==> src/rtl/adsb_ppm_tx_if.sv <==
// Register-bus and sample-stream bundle for the ADS-B PPM transmitter.
// master drives the message and levels, slave returns the waveform and status.
interface adsb_ppm_tx_if #(
  parameter int width = 10
);
  logic             ena;
  logic             load;
  logic [31:0]      wdat;
  logic             start;
  logic             long_msg;
  logic [width-1:0] hi_level;
  logic [width-1:0] lo_level;
  logic [width-1:0] logmag;
  logic             env;
  logic             busy;
  logic             done;
  logic [1:0]       wr_ptr;

  modport master (
    output ena, load, wdat, start, long_msg,
    output hi_level, lo_level,
    input  logmag, env, busy, done, wr_ptr
  );

  modport slave (
    input  ena, load, wdat, start, long_msg,
    input  hi_level, lo_level,
    output logmag, env, busy, done, wr_ptr
  );
endinterface

==> src/rtl/adsb_ppm_tx.sv <==
// Mode-S / ADS-B PPM waveform generator: preamble + 1 Mbit/s PPM data.
// Emits a registered logmag stream and on/off envelope for loopback.
module adsb_ppm_tx #(
  parameter int width      = 10,
  parameter int CHIP_CLKS  = 10,
  parameter int TAIL_CHIPS = 8
) (
  input  logic          clk,
  input  logic          reset,
  adsb_ppm_tx_if.slave  bus
);
  localparam int CW = (CHIP_CLKS > 1) ? $clog2(CHIP_CLKS) : 1;

  typedef enum logic [1:0] {
    IDLE,
    PRE,
    DATA,
    TAIL
  } state_t;

  state_t           r_state;
  logic [CW-1:0]    r_cnt;
  logic [7:0]       r_chip;
  logic [111:0]     r_sr;
  logic             r_long;
  logic [1:0]       r_wr_ptr;
  logic [width-1:0] r_logmag;
  logic             r_env;
  logic             r_busy;
  logic             r_done;

  // word3 low half is never transmitted, so only its top 16 bits are kept
  logic [31:0]      r_buf [0:2];
  logic [15:0]      r_w3;

  logic             w_idle;
  logic             w_last_clk;
  logic             w_on;
  logic [7:0]       w_data_last;

  assign w_idle      = (r_state == IDLE);
  assign w_last_clk  = (r_cnt == CW'(CHIP_CLKS - 1));
  assign w_data_last = r_long ? 8'd223 : 8'd111;

  // envelope of the chip currently being timed
  always_comb begin
    w_on = 1'b0;
    unique case (r_state)
      PRE:  w_on = (r_chip == 8'd0) || (r_chip == 8'd2) ||
                   (r_chip == 8'd7) || (r_chip == 8'd9);
      DATA: w_on = r_sr[111] ^ r_chip[0];
      default: w_on = 1'b0;
    endcase
  end

  // message buffer: writable only while idle, not cleared by reset
  always_ff @(posedge clk) begin
    if (w_idle && bus.load && !reset) begin
      if (r_wr_ptr == 2'd3) r_w3 <= bus.wdat[31:16];
      else r_buf[r_wr_ptr] <= bus.wdat;
    end
  end

  // transmit sequencer with registered outputs
  always_ff @(posedge clk) begin
    if (reset) begin
      r_state  <= IDLE;
      r_cnt    <= '0;
      r_chip   <= '0;
      r_sr     <= '0;
      r_long   <= 1'b0;
      r_wr_ptr <= '0;
      r_logmag <= '0;
      r_env    <= 1'b0;
      r_busy   <= 1'b0;
      r_done   <= 1'b0;
    end else begin
      r_done <= 1'b0;
      if (w_idle) begin
        if (bus.load) r_wr_ptr <= r_wr_ptr + 2'd1;
        if (bus.start) begin
          r_sr     <= {r_buf[0], r_buf[1], r_buf[2], r_w3};
          r_long   <= bus.long_msg;
          r_wr_ptr <= '0;
          r_busy   <= 1'b1;
          r_state  <= PRE;
          r_cnt    <= '0;
          r_chip   <= '0;
        end
      end
      if (bus.ena) begin
        r_env    <= w_on;
        r_logmag <= w_on ? bus.hi_level : bus.lo_level;
        if (!w_idle) begin
          if (w_last_clk) begin
            r_cnt  <= '0;
            r_chip <= r_chip + 8'd1;
            unique case (r_state)
              PRE: begin
                if (r_chip == 8'd15) begin
                  r_state <= DATA;
                  r_chip  <= '0;
                end
              end
              DATA: begin
                if (r_chip[0]) r_sr <= {r_sr[110:0], 1'b0};
                if (r_chip == w_data_last) begin
                  r_state <= TAIL;
                  r_chip  <= '0;
                end
              end
              TAIL: begin
                if (r_chip == 8'(TAIL_CHIPS - 1)) begin
                  r_state <= IDLE;
                  r_chip  <= '0;
                  r_busy  <= 1'b0;
                  r_done  <= 1'b1;
                end
              end
              default: r_state <= IDLE;
            endcase
          end else begin
            r_cnt <= r_cnt + CW'(1);
          end
        end
      end
    end
  end

  assign bus.logmag = r_logmag;
  assign bus.env    = r_env;
  assign bus.busy   = r_busy;
  assign bus.done   = r_done;
  assign bus.wr_ptr = r_wr_ptr;
endmodule

==> src/flat_wrapper.sv <==
// flat-port wrapper written by rule: the top's interface ports become plain ports
module adsb_ppm_tx_flat 
#(
  parameter int width      = 10,
  parameter int CHIP_CLKS  = 10,
  parameter int TAIL_CHIPS = 8
)
  (clk, reset, bus_ena, bus_load, bus_wdat, bus_start, bus_long_msg, bus_hi_level, bus_lo_level, bus_logmag, bus_env, bus_busy, bus_done, bus_wr_ptr);
  adsb_ppm_tx_if #(.width(width)) bus_i ();
  input  logic clk;
  input  logic reset;
  input wire logic [$bits(bus_i.ena)-1:0] bus_ena;
  input wire logic [$bits(bus_i.load)-1:0] bus_load;
  input wire logic [$bits(bus_i.wdat)-1:0] bus_wdat;
  input wire logic [$bits(bus_i.start)-1:0] bus_start;
  input wire logic [$bits(bus_i.long_msg)-1:0] bus_long_msg;
  input wire logic [$bits(bus_i.hi_level)-1:0] bus_hi_level;
  input wire logic [$bits(bus_i.lo_level)-1:0] bus_lo_level;
  output wire logic [$bits(bus_i.logmag)-1:0] bus_logmag;
  output wire logic [$bits(bus_i.env)-1:0] bus_env;
  output wire logic [$bits(bus_i.busy)-1:0] bus_busy;
  output wire logic [$bits(bus_i.done)-1:0] bus_done;
  output wire logic [$bits(bus_i.wr_ptr)-1:0] bus_wr_ptr;
  assign bus_i.ena = bus_ena;
  assign bus_i.load = bus_load;
  assign bus_i.wdat = bus_wdat;
  assign bus_i.start = bus_start;
  assign bus_i.long_msg = bus_long_msg;
  assign bus_i.hi_level = bus_hi_level;
  assign bus_i.lo_level = bus_lo_level;
  assign bus_logmag = bus_i.logmag;
  assign bus_env = bus_i.env;
  assign bus_busy = bus_i.busy;
  assign bus_done = bus_i.done;
  assign bus_wr_ptr = bus_i.wr_ptr;
  adsb_ppm_tx #(.width(width), .CHIP_CLKS(CHIP_CLKS), .TAIL_CHIPS(TAIL_CHIPS)) u_core (.clk(clk), .reset(reset), .bus(bus_i));
endmodule
==> config.mk <==
export PLATFORM = sky130hd
export DESIGN_NAME = adsb_ppm_tx_flat
export DESIGN_NICKNAME = d
export VERILOG_FILES = /design/src/rtl/adsb_ppm_tx_if.sv /design/src/rtl/adsb_ppm_tx.sv /design/src/flat_wrapper.sv
export SDC_FILE = /design/constraint.sdc
export NUM_CORES = 1
export LEC_CHECK = 0
export BUFFER_PORTS_ARGS = -buffer_cell sky130_fd_sc_hd__buf_2
export CORE_MARGIN = 1
export CORE_UTILIZATION = 40
export DETAILED_ROUTE_END_ITERATION = 16
export HOLD_SLACK_MARGIN = 0.05
export PLACE_DENSITY_LB_ADDON = 0.3
export SLEW_MARGIN = 20
export SYNTH_ARGS = -nofsm -noshare
export SYNTH_HDL_FRONTEND = slang
export SYNTH_SLANG_ARGS = --single-unit
==> constraint.sdc <==
create_clock -name clk -period 6 [get_ports clk]
set_clock_uncertainty 0.2 [all_clocks]
set_input_delay 1.8 -clock clk [delete_from_list [all_inputs] [get_ports clk]]
set_output_delay 1.8 -clock clk [all_outputs]
set_load 0.1 [all_outputs]
## Yosys cells after proc, flatten, opt, wreduce, memory -nomap -nowiden

Memory sizes are Yosys's and may differ from the RTL's.
Cells that the tools add are included.

| operators by class | value |
|---|---|
| divide/modulo/power cells | 0 |
| bitwise logic cells | 4 |
| order comparisons | 0 |
| eq/ne operators | 10 |
| shift operators | 0 |
| muxes and demuxes | 46 |
| $mul | 0 |
| add/subtract/negate cells | 3 |
| reduce and logical (&&, ||, !) cells | 13 |

Operators with widths:

| operator | number |
|---|---|
| 112-bit two-way mux | 7 |
| 8-bit two-way mux | 9 |
| 8-bit case mux with 3 select lines | 1 |
| 2-bit two-way mux | 10 |
| 4-bit two-way mux | 5 |
| 8-bit by 4-bit equality test with 1-bit output (second input constant) | 2 |
| 1-bit two-way mux | 11 |
| 10-bit two-way mux | 1 |
| 8-bit by 1-bit adder with 8-bit output (second input constant) | 1 |
| 8-bit by 2-bit equality test with 1-bit output (second input constant) | 1 |
| 8-bit by 3-bit equality test with 1-bit output (second input constant) | 1 |
| 8-bit equality test | 1 |
| 8-bit zero test | 1 |
| 2-bit equality test (second input constant) | 3 |
| 2-bit case mux with 3 select lines | 1 |
| 2-bit AND reduction | 3 |
| 5-bit OR reduction | 1 |
| 4-bit by 1-bit adder with 4-bit output (second input constant) | 1 |
| 4-bit equality test (second input constant) | 1 |
| 1-bit logical OR | 3 |
| 1-bit inverter | 3 |
| 2-bit by 1-bit adder with 2-bit output (second input constant) | 1 |
| 2-bit by 1-bit equality test with 1-bit output (second input constant) | 1 |
| 1-bit logical AND | 2 |
| other kinds (5) | 5 |

| storage, ports and cells | value |
|---|---|
| bits in latches | 0 |
| ROM bits | 0 |
| memories | 1 |
| logic and storage cells | 88 |
| RAM bits | 96 |
| flip-flop bits (word level) | 158 |
| input bits | 58 |
| output and inout port bits | 15 |

Memories:

| name | words | width | rd ports | clocked after Yosys merged registers in | wr ports | RTL line | source |
|---|---|---|---|---|---|---|---|
| u_core.r_buf | 3 | 32 | 3 | 0 | 1 | adsb_ppm_tx.sv:33 | `logic [31:0] r_buf [0:2];` |

## Logic depth before layout (Yosys ltp)

Gate-level depths: netlist of run 1.

| logic depth | value |
|---|---|
| depth in word-level cells | 7 |
| depth in mapped cells | 9 |
| depth with buffers taken out | 7 |

## Worst setup path after synthesis of run 1

No wires, ideal clock.

| path | value |
|---|---|
| kind | input to register |
| from | input port reset |
| to | register u_core.r_w3[0] (enable) |
| setup time | 0.413 ns |
| buffers on the path | 2 |
| setup slack | 1.945 ns |
| arrival time | 3.442 ns |
| stages | 3 |
| data required time | 5.387 ns |
| cell sequence | clkbuf_1 clkbuf_1 nor3b_1 |

| between the ends | value |
|---|---|
| longest elaborated chain between the ends | 3 |

Ends and longest elaborated chain:

| what | RTL line | source |
|---|---|---|
| from (decl) | flat_wrapper.sv:11 | `input logic reset;` |
| 1-bit zero test | adsb_ppm_tx.sv:58 | `if (w_idle && bus.load && !reset) begin` |
| 1-bit logical AND | adsb_ppm_tx.sv:58 |  |
| 2-bit AND reduction (no source line) | -- |  |
| to (signal assigned) | adsb_ppm_tx.sv:59 | `if (r_wr_ptr == 2'd3) r_w3 <= bus.wdat[31:16];` |
| to (decl) | adsb_ppm_tx.sv:34 | `logic [15:0] r_w3;` |

No other way between the ends.
A chain may end at the register's enable or synchronous reset.

## Worst setup path in the final report of run 1

| path | value |
|---|---|
| from | input port bus_ena |
| to | register u_core.r_sr[41] |

| between the ends | value |
|---|---|
| longest elaborated chain between the ends | 1 |

Ends and longest elaborated chain:

| what | RTL line | source |
|---|---|---|
| from (decl) | flat_wrapper.sv:12 | `input wire logic [$bits(bus_i.ena)-1:0] bus_ena;` |
| 112-bit two-way mux | adsb_ppm_tx.sv:91 | `if (bus.ena) begin` |
| to (signal assigned) | adsb_ppm_tx.sv:82 | `r_sr <= {r_buf[0], r_buf[1], r_buf[2], r_w3};` |
| to (signal assigned) | adsb_ppm_tx.sv:106 | `if (r_chip[0]) r_sr <= {r_sr[110:0], 1'b0};` |
| to (decl) | adsb_ppm_tx.sv:24 | `logic [111:0] r_sr;` |

No other way between the ends.

==> impl_results.md, run 1 <==
* Initial Utilization at 41.3%
* Vias in the first global route at 6,349
* # diodes at 0
* Mapped Cells at 931
* Chip Width at 159 um
* 1st-iter DRT viols at 562
* Unrepaired setup endpoints after global routing: no
* Critical-path maximum fanout at 184
* Crit-path slowest cell: nor3_2
* Power Density at 327 mW/mm^2
* Total die area at 0.0252 mm^2
* Sink Count at 254
* NumNets Final at 1,038
* Power Total at 3.67 mW
* Placed Area at 0.0104 mm^2
* Internal Pwr Total at 2.83 mW
* # IOs at 73
* Max Root-Sink Buffers at 3
* Die Y at 159 um
* Syn Area/Cell at 10.5 um^2
* Sequential power share at 51.7%
* Final setup margin at 2.03 ns
* Distinct cells, synth at 46
* Worst slack, placed at 1.53 ns
* Pin count of the biggest net entering global routing at 185
* Final WL at 19.6 mm
* Max Cap Viol at 0
* Delay of the slowest critical-path stage at 0.48 ns
* Kind of start point of the critical path: input pin
* Synth Cell Area at 0.00981 mm^2
* Hpwl dp at 10.7 mm
* Reg clk slew, reported paths at 0.06 ns
* Peak Freq at 252 MHz
* Num rows at 56
* Hold Crit Class: flop to flop
* Vias per std cell at 5.21
* TritonCTS buffer count at 27
* Clock tree from TritonCTS: built
* Status: completed
* Cell Chain, Critical Path: buf_2 -> nand3b_1 -> nor3_2 -> nand3_4 -> buf_12 -> nor2_1 -> a311oi_1
* Residual DRC at 0
* Layout cell share with drive strength beyond 1 at 13.0%
* Routed WL per cell at 15.0 um
* Worst-margin pin slew at 0.991 ns
* Net Sw Power at 0.836 mW
* Post-CTS setup buffer count at 0
* Post-layout min period at 3.97 ns
* Worst EP required at 6.16 ns
* Initial antenna violation count at 0
* Crit path capture type: flop
* Setup TNS Final at 0 ns
* Synth Net Count at 1,003
* Gate power share at 6.3%
* Gp weighted congestion at 0.763
* Post-CTS Resized at 0
* GRT overflow at 0
* H-tree levels at 1
* Via count at 6,802
* Area delta synth->final at 14.3%
* First-pass GRT wire length at 31.8 mm
* Synth Flop Type: dfxtp_1
* Max-slew violation count at 0
* EDFF count, synth at 112
* DRT Pass-1 Iters at 4
* WS Path Type: input pin to flop
* Seq cells post-synth at 254
* WP data arrival at 4.13 ns
* Part of the Yosys area used for sequential elements at 63.2%
* Pleak at 4.15 nW
* Final Cycle Share at 66.2%
* Tot GR Track Use at 15.7%
* Max_slew headroom at 33.9%
* Clk root buf: clkbuf_16
* Setup violators final at 0
* Ys async rst share at 0%
* Core area at 0.0238 mm^2
* Fillers at 2,190
* Routed Antenna Nets at 0
* Final Hold Viols at 0
* Worst vdd ir at 0.202 mV
* Hold-fix buffer count after cts at 0
* Buffers on Ports at 72
* Clock latency on the worst-skew pair at 0.53 ns
* Post-route cell area at 0.0112 mm^2
* Clock share of power at 42.0%
* Syn. warnings at 0
* Sw frac at 22.8%
-- power groups by stage --
stage	sequential [mW]	combinational, mW	clock (mW)
finish	1.90	0.233	1.54
global route	1.90	0.258	1.64
detailed placement	1.93	0.236	0
global placement	1.93	0.233	0
floorplan	1.97	0.124	0
CTS	1.89	0.237	1.58
-- flip-flops by register name (all words and copies together), names as in the netlist --
signal,cells
u_core.bus.busy,1
u_core.r_cnt,4
u_core.bus.done,1
u_core.r_long,1
u_core.r_chip,8
u_core.r_state,2
u_core.bus.logmag,10
u_core.r_buf,96
u_core.bus.wr_ptr,2
u_core.r_sr,112
u_core.bus.env,1
u_core.r_w3,16
-- cell families after synthesis --
| kind of cell | share of synthesized area, % |
|---|---|
| xor gates and xnor gates | 0.714 |
| buffers and inverters | 3.28 |
| muxes | 1.27 |
| adders and majority gates | 1.78 |
| and+or+nand+nor | 16.6 |
| DFF | 63.2 |
| AOI/OAI and AO/OA | 13.1 |
-- path summary, 6_finish.rpt --
check | cells past startpoint | to | start | slack, ns
max | 7 | u_core.r_sr[41] | bus_ena | 2.03
min | 2 | u_core.bus.logmag[8] | u_core.bus.logmag[8] | 0.28
max reg2reg | 8 | u_core.r_sr[41] | u_core.r_state[0] | 2.74
min reg2reg | 2 | u_core.bus.logmag[8] | u_core.bus.logmag[8] | 0.28
-- synth_stat cells (all sizes together) (2+ instances only) --
| library cell | instances | share of area [%] |
|---|---|---|
| a21oi | 5 | 0.25 |
| and2 | 6 | 0.38 |
| xnor2 | 5 | 0.45 |
| xor2 | 3 | 0.27 |
| ha | 14 | 1.8 |
| o31ai | 6 | 0.46 |
| a31oi | 4 | 0.25 |
| and3 | 2 | 0.13 |
| nor4 | 2 | 0.13 |
| nand2 | 236 | 9.0 |
| and3b | 2 | 0.18 |
| mux2i | 11 | 1.1 |
| o21ai | 3 | 0.15 |
| buf | 6 | 0.37 |
| clkbuf | 66 | 2.5 |
| inv | 10 | 0.38 |
| o31a | 2 | 0.19 |
| nand3 | 7 | 0.36 |
| nor2 | 137 | 5.3 |
| a311oi | 112 | 10 |
| a211oi | 12 | 0.92 |
| nand2b | 2 | 0.13 |
| edfxtp | 112 | 34 |
| dfxtp | 142 | 29 |
| nor3 | 9 | 0.51 |
-- routing by layer --
| metal | global-route usage (%) | up-vias | wire length (um) |
|---|---|---|---|
| li1 | - | 3391 | - |
| met1 | 22.0 | 3233 | 9700 |
| met2 | 24.8 | 149 | 8560 |
| met3 | 2.45 | 29 | 933 |
| met4 | 5.13 | 0 | 450 |
| met5 | 0 | - | 0 |
-- cells in the final DEF, fill, tap and decap left out, types with 3 or more instances in the layout --
| cell | instances |
|---|---|
| nand3_1 | 6 |
| xnor2_1 | 5 |
| buf_4 | 6 |
| a211oi_1 | 12 |
| edfxtp_1 | 112 |
| clkbuf_8 | 3 |
| nor3_1 | 8 |
| nand2_1 | 235 |
| a21oi_1 | 5 |
| and2_2 | 3 |
| dfxtp_1 | 142 |
| ha_1 | 14 |
| o31ai_1 | 6 |
| clkbuf_16 | 28 |
| mux2i_1 | 11 |
| buf_2 | 71 |
| a31oi_1 | 4 |
| inv_1 | 10 |
| nor2_1 | 136 |
| clkbuf_1 | 14 |
| xor2_1 | 3 |
| a311oi_1 | 112 |
| clkinv_2 | 4 |
-- critical path, delay by kind of cell --
kind / cells / cell delay (ns)
buf+inv: 2 / 0.79
simple gates: 4 / 1.34
compound gates: 1 / 0.07
-- per-stage QoR --
step                std cells  hold WS [ns]  util (%)
global route             1306         0.296      47.2
floorplan                 931         0.246         -
global placement         1256         0.267      43.7
finish                   1306         0.282      47.2
detailed placement       1256         0.270      43.7
CTS                      1306         0.283      47.2
-- area by class of cell --
class	instances	area [um^2]	share of cell area, %
flip-flops and latches	254	6210	55.3
clock inverters	5	28.8	0.257
inverters	10	37.5	0.335
repair buffers	78	420	3.75
well taps	319	399	3.56
multi-input cells	595	3330	29.7
clock buffers	45	795	7.09
Note: power is estimated with default switching activity, not from simulation.
==> run 2: changes to the inputs <==
- clock period: 6 -> 3.68 ns (I/O delays scaled with it)
==> impl_results.md, run 2 (synthesized netlist as in run 1, its figures left out) <==
* DRT Pass-1 Iters at 5 (+1)
* Pin count of the biggest net entering global routing at 126 (-32%)
* Gp weighted congestion at 0.750 (-1.6%)
* Cell Chain, Critical Path: buf_2
* Commonest non-fill, non-tap cell in the layout: nand2_1
* Total die area at 0.0252 mm^2 (unchanged)
* Power Density at 556 mW/mm^2 (+70%)
* Max-slew violation count at 0 (unchanged)
* Placed insts at 1,270 (+1.1%)
* Crit path capture type: primary output
* Met2 Use GR at 25.0% (+0.25 points)
* Tot GR Track Use at 16.1% (+0.43 points)
* Via count at 6,852 (+0.74%)
* Sink Count at 254 (unchanged)
* 1st-iter DRT viols at 523 (-6.9%)
* Final WL at 19.7 mm (about the same)
* Vias per std cell at 5.19 (-0.26%)
* Hpwl dp at 11.5 mm (+6.9%)
* WS Path Type: flop to primary output
* Busiest layer in global routing: met2
* GR Util met3 at 2.40% (-0.054 points)
* Max Cap Viol at 0 (unchanged)
* Max_slew headroom at 47.2% (+13 points)
* Area delta synth->final at 17.3%
* Num rows at 56 (unchanged)
* Post-layout min period at 2.74 ns
* Multi-input logic area at 0.00332 mm^2 (-0.26%)
* Final Cycle Share at 74.5%
* Routed WL per cell at 14.9 um (-0.89%)
* Largest Register: u_core.r_sr
* Clock latency on the worst-skew pair at 0.52 ns (about the same)
* Max Root-Sink Buffers at 3 (unchanged)
* Seq. cell area at 0.00621 mm^2 (unchanged)
* Initial antenna violation count at 0 (unchanged)
* Hold Crit Depth at 2 (unchanged)
* # diodes at 0 (unchanged)
* Crit-path slowest cell: buf_2
* Vias in the first global route at 6,353 (+0.063%)
* NumNets Final at 1,052 (+1.3%)
* GR Util met1 at 23.3% (+1.2 points)
* Critical-path maximum fanout at 6 (-97%)
* Peak Freq at 365 MHz
* Fillers at 2,137 (-2.4%)
* First-pass GRT wire length at 32.4 mm (+1.9%)
* Buffers on Ports at 72 (unchanged)
* Layout cell share with drive strength beyond 1 at 14.8% (+1.8 points)
* Setup violators final at 0 (unchanged)
* Worst vdd ir at 0.369 mV (+82%)
* WP data arrival at 1.44 ns (-2.69 ns)
* Kind of start point of the critical path: flop
* Worst EP required at 2.38 ns (-3.78 ns)
* Residual DRC at 0 (unchanged)
* Largest registers: u_core.r_sr (112), u_core.r_buf (96), u_core.r_w3 (16)
* Post-CTS setup buffer count at 0 (unchanged)
* Clock tree from TritonCTS: built
* Setup TNS Final at 0 ns (unchanged)
* Chip Width at 159 um (unchanged)
* Delay of the slowest critical-path stage at 0.48 ns (about the same)
* Die Y at 159 um (unchanged)
* Hold Crit Class: flop to flop
* Power Total at 6.40 mW (+75%)
* Hold-fix buffer count after cts at 0 (unchanged)
* Unrepaired setup endpoints after global routing: no
* H-tree levels at 1 (unchanged)
* Total stage count of the critical path at 1 (-6)
* # IOs at 73 (unchanged)
* Final Hold Viols at 0 (unchanged)
* TritonCTS buffer count at 27 (unchanged)
* Clk root buf: clkbuf_16
* Routed Antenna Nets at 0 (unchanged)
* Pleak at 4.31 nW (+3.9%)
* CP Buf/Inv Count at 1 (-1)
* Status: completed
* Most frequent cells in the layout: nand2_1, dfxtp_1, nor2_1
* Core area at 0.0238 mm^2 (unchanged)
* Initial Utilization at 41.3% (unchanged)
* Layout Cells excl Fill at 1,319 (+1.0%)
* R2R depth at 6 (-2)
* Max reg flops at 112 (unchanged)
* Post-CTS Resized at 0 (unchanged)
* Reg clk slew, reported paths at 0.06 ns (about the same)
* Worst-margin pin slew at 0.791 ns (-0.200 ns)
* GRT overflow at 0 (unchanged)
* Top Family by Delay on Critical Path: buffers and inverters
## run 2: cell types whose count changed in the layout (fill, tap and decap cells not counted)
cell	previous run	this run
clkbuf_8	3	5
nand2_8	1	0
inv_6	1	0
nand2_4	0	1
buf_4	6	16
bufinv_16	0	6
buf_12	1	5
clkinvlp_4	0	1
clkinv_2	4	3
clkinv_1	0	3
clkbuf_1	14	4
clkbuf_16	28	27
## run 2: report_power, final
group	internal (mW)	switching [mW]	leakage, nW
logic	0.123	0.278	1.66
registers	3.04	0.0457	2.18
clock network	1.86	1.05	0.475
total	5.02	1.38	4.31
## run 2: worst reg2reg max path: cells and delay by family (launching register included)
kind / cells / cell delay (ns)
flip-flops: 1 / 0.33
adder cells (fa/ha/maj): 1 / 0.38
buffers and inverters: 2 / 0.42
AND/OR/NAND/NOR: 3 / 1.04
## run 2: cell type report
cell class | instances | area share [%]
Tap cell | 319 | 3.47
Multi-Input combinational cell | 595 | 28.8
Timing Repair Buffer | 92 | 5.00
Clock inverter | 13 | 1.86
Sequential cell | 254 | 53.9
Clock buffer | 36 | 6.60
Inverter | 10 | 0.326
## run 2: worst paths after layout
check	slack, ns	from	to
worst max-delay path	0.94	u_core.bus.wr_ptr[0]	bus_wr_ptr[0]
worst min-delay path	0.28	u_core.r_long	u_core.r_long
worst max register to register	1.03	u_core.r_state[0]	u_core.r_buf[2][27]
worst min register to register	0.28	u_core.r_long	u_core.r_long
## run 2: per-layer routing
metal / wire (um) / part of all wire, %
met4: 425 / 2.2
met2: 8820 / 45
met5: 0 / 0
met1: 9530 / 48
met3: 895 / 4.6
## run 2: stage by stage
stage          util [%]  instance area, um^2  setup slack (ns)  hold slack (ns)
2_1_floorplan         -                 9810             0.321            0.246
3_3_place_gp       44.4                10500             0.591            0.263
3_5_place_dp       44.4                10500             0.559            0.269
4_1_cts            48.5                11500             0.911            0.277
5_1_grt            48.5                11500             0.817            0.294
6_report           48.5                11500             0.938            0.278
==> run 3: changes to the inputs <==
- ABC_AREA: default -> 1
- clock period: 3.68 -> 2.61 ns (I/O delays scaled with it)
==> impl_results.md, run 3 <==
* Buffers on Ports at 72 (unchanged)
* Total die area at 0.0260 mm^2 (+3.2%)
* Hpwl dp at 12.3 mm (+7.1%)
* Post-CTS Resized at 0 (unchanged)
* Post-layout min period at 2.34 ns
* Worst EP required at 1.63 ns (-0.75 ns)
* Crit-path slowest cell: buf_2
* Chip Width at 161 um (+1.6%)
* Syn. warnings at 0 (unchanged)
* Mux contribution to synthesized area at 0% (-1.3 points)
* Gate power share at 7.6% (+1.3 points)
* Seq cells post-synth at 254 (unchanged)
* Max Cap Viol at 0 (unchanged)
* Final WL at 21.2 mm (+7.8%)
* Worst vdd ir at 0.540 mV (+46%)
* Clock share of power at 42.0% (-3.5 points)
* Synth Flop Type: dfxtp_1
* Synth Cell Area at 0.0101 mm^2 (+3.3%)
* Max_slew headroom at 67.6% (+20 points)
* Synth Net Count at 1,083 (+8.0%)
* Complex-gate fraction of the synthesized area at 17.5% (+4.4 points)
* Clock tree from TritonCTS: built
* Largest Register: u_core.r_sr
* Status: completed
* Layout Utilization at 47.8% (-0.66 points)
* WP data arrival at 1.36 ns (-0.08 ns)
* Setup TNS Final at 0 ns (unchanged)
* Clk root buf: clkbuf_16
* Max-slew violation count at 0 (unchanged)
* XOR/XNOR Fraction of Synth Area at 0% (-0.71 points)
* Top cells by count, synth: nand2_1, dfxtp_1, edfxtp_1
* Power Density at 738 mW/mm^2 (+33%)
* NumNets Final at 1,141 (+8.5%)
* Cell Chain, Critical Path: buf_2
* Delay of the slowest critical-path stage at 0.45 ns (-0.03 ns)
* Setup violators final at 0 (unchanged)
* Tot GR Track Use at 16.4% (+0.30 points)
* Reg clk slew, reported paths at 0.06 ns (about the same)
* Hold Crit Class: input pin to flop
* GRT overflow at 0 (unchanged)
* Sw frac at 23.6% (+2.1 points)
* # IOs at 73 (unchanged)
* Max reg flops at 112 (unchanged)
* Synth Area in Adders at 1.73% (-0.056 points)
* Mapped Cells at 1,011 (+8.6%)
* Final Cycle Share at 89.6%
* Most common cell in the synthesized netlist: nand2_1
* Critical-path maximum fanout at 4 (-2)
* Initial antenna violation count at 3 (+3)
* Peak Freq at 428 MHz
* WS Path Type: flop to primary output
* Pleak at 4.38 nW (+1.6%)
* Gp weighted congestion at 0.843 (+12%)
* Via count at 7,139 (+4.2%)
* Initial Utilization at 41.2% (-0.13 points)
* TritonCTS buffer count at 26 (-3.7%)
* Routed Antenna Nets at 0 (unchanged)
* Area share of the largest cell type after synthesis at 33.2% (-1.1 points)
* Die Y at 161 um (+1.6%)
* Simple-gate share of the synthesized area at 13.8% (-2.8 points)
* Layout cell share with drive strength beyond 1 at 14.4% (-0.38 points)
* Unrepaired setup endpoints after global routing: no
* Routed WL per cell at 15.0 um (+0.53%)
* Clock latency on the worst-skew pair at 0.53 ns (about the same)
* Worst-margin pin slew at 0.490 ns (-0.301 ns)
* 1st-iter DRT viols at 513 (-1.9%)
* Post-CTS setup buffer count at 0 (unchanged)
* Num rows at 57 (+1.8%)
* DRT Pass-1 Iters at 5 (unchanged)
* Largest registers: u_core.r_sr (112), u_core.r_buf (96), u_core.r_w3 (16)
* Distinct cells, synth at 29 (-37%)
* Kind of start point of the critical path: flop
* Hold slack final at 0.251 ns (-0.0268 ns)
* Residual DRC at 0 (unchanged)
* Top Family by Delay on Critical Path: buffers and inverters
* Syn Area/Cell at 10.0 um^2 (-4.9%)
* Vias in the first global route at 6,866 (+8.1%)
* Net Sw Power at 2.04 mW (+49%)
* Commonest non-fill, non-tap cell in the layout: nand2_1
* Core area at 0.0246 mm^2 (+3.6%)
* EDFF count, synth at 112 (unchanged)
* Final Hold Viols at 0 (unchanged)
* Most frequent cells in the layout: nand2_1, dfxtp_1, edfxtp_1
* Largest cells by area after synthesis: edfxtp_1, dfxtp_1, nand2_1
* Ys async rst share at 0% (unchanged)
* First-pass GRT wire length at 35.1 mm (+8.3%)
* Vias per std cell at 5.05 (-2.8%)
* H-tree levels at 1 (unchanged)
* Post-synth top area cell: edfxtp_1
* Max Root-Sink Buffers at 3 (unchanged)
* Hold-fix buffer count after cts at 0 (unchanged)
* Area delta synth->final at 16.0%
* Sequential power share at 50.3% (+2.1 points)
* CP Buf/Inv Count at 1 (unchanged)
* Power Total at 8.68 mW (+36%)
* Pin count of the biggest net entering global routing at 95 (-25%)
* Part of the Yosys area used for sequential elements at 61.2% (-2.0 points)
* Internal Pwr Total at 6.63 mW (+32%)
* Crit path capture type: primary output
* Largest family of logic cells by synthesized area: compound AO/OA/AOI/OAI gates
* Sink Count at 254 (unchanged)
-- run 3: power groups by stage --
stage               clock network (mW)  registers [mW]  logic (mW)
global placement                     0            4.45       0.656
CTS                               3.72            4.37       0.670
finish                            3.65            4.37       0.663
detailed placement                   0            4.45       0.667
global route                      3.88            4.38       0.737
floorplan                            0            4.53       0.373
-- run 3: stage by stage --
step | setup slack, ns | std cells | area (um^2)
floorplan | 0.0205 | 1011 | 10200
global placement | 0.185 | 1365 | 10900
detailed placement | 0.165 | 1365 | 10900
CTS | 0.237 | 1413 | 11800
global route | 0.124 | 1414 | 11800
finish | 0.271 | 1414 | 11800
-- run 3: cells by family (layout without fill, tap and decap cells) --
kind of cell,Yosys count,count (layout)
other,0,1
buffers and inverters,127,205
AO/OA/AOI/OAI,271,271
flip-flops,254,254
AND/OR/NAND/NOR,345,345
adder cells (fa/ha/maj),14,14
-- run 3: layout make-up --
cell class                 count  area [um^2]
inverter                      59          230
timing repair buffer          98          683
clock buffer                  37          752
clock inverter                11          100
sequential                   254         6210
multi-input combinational    630         3380
fill                        2300        12800
antenna                        1         2.50
tap                          324          405
-- run 3: worst paths after layout --
path	to	slack (ns)	from	cells past startpoint
worst max-delay path	bus_wr_ptr[0]	0.27	u_core.bus.wr_ptr[0]	1
worst min-delay path	u_core.r_buf[1][15]	0.25	bus_wdat[15]	1
worst max register to register	u_core.r_sr[80]	0.31	u_core.r_state[0]	11
worst min register to register	u_core.bus.logmag[5]	0.26	u_core.bus.logmag[5]	2
-- run 3: per-layer routing --
layer  part of all wire [%]  vias to the layer above  global-route usage (%)  wire [um]
li1                       -                     3631                       -          -
met1                     48                     3319                    22.8      10200
met2                     45                      146                    26.6       9590
met3                    4.6                       39                    3.00        966
met4                    2.0                        4                    3.95        415
met5                   0.15                        -                       0         31
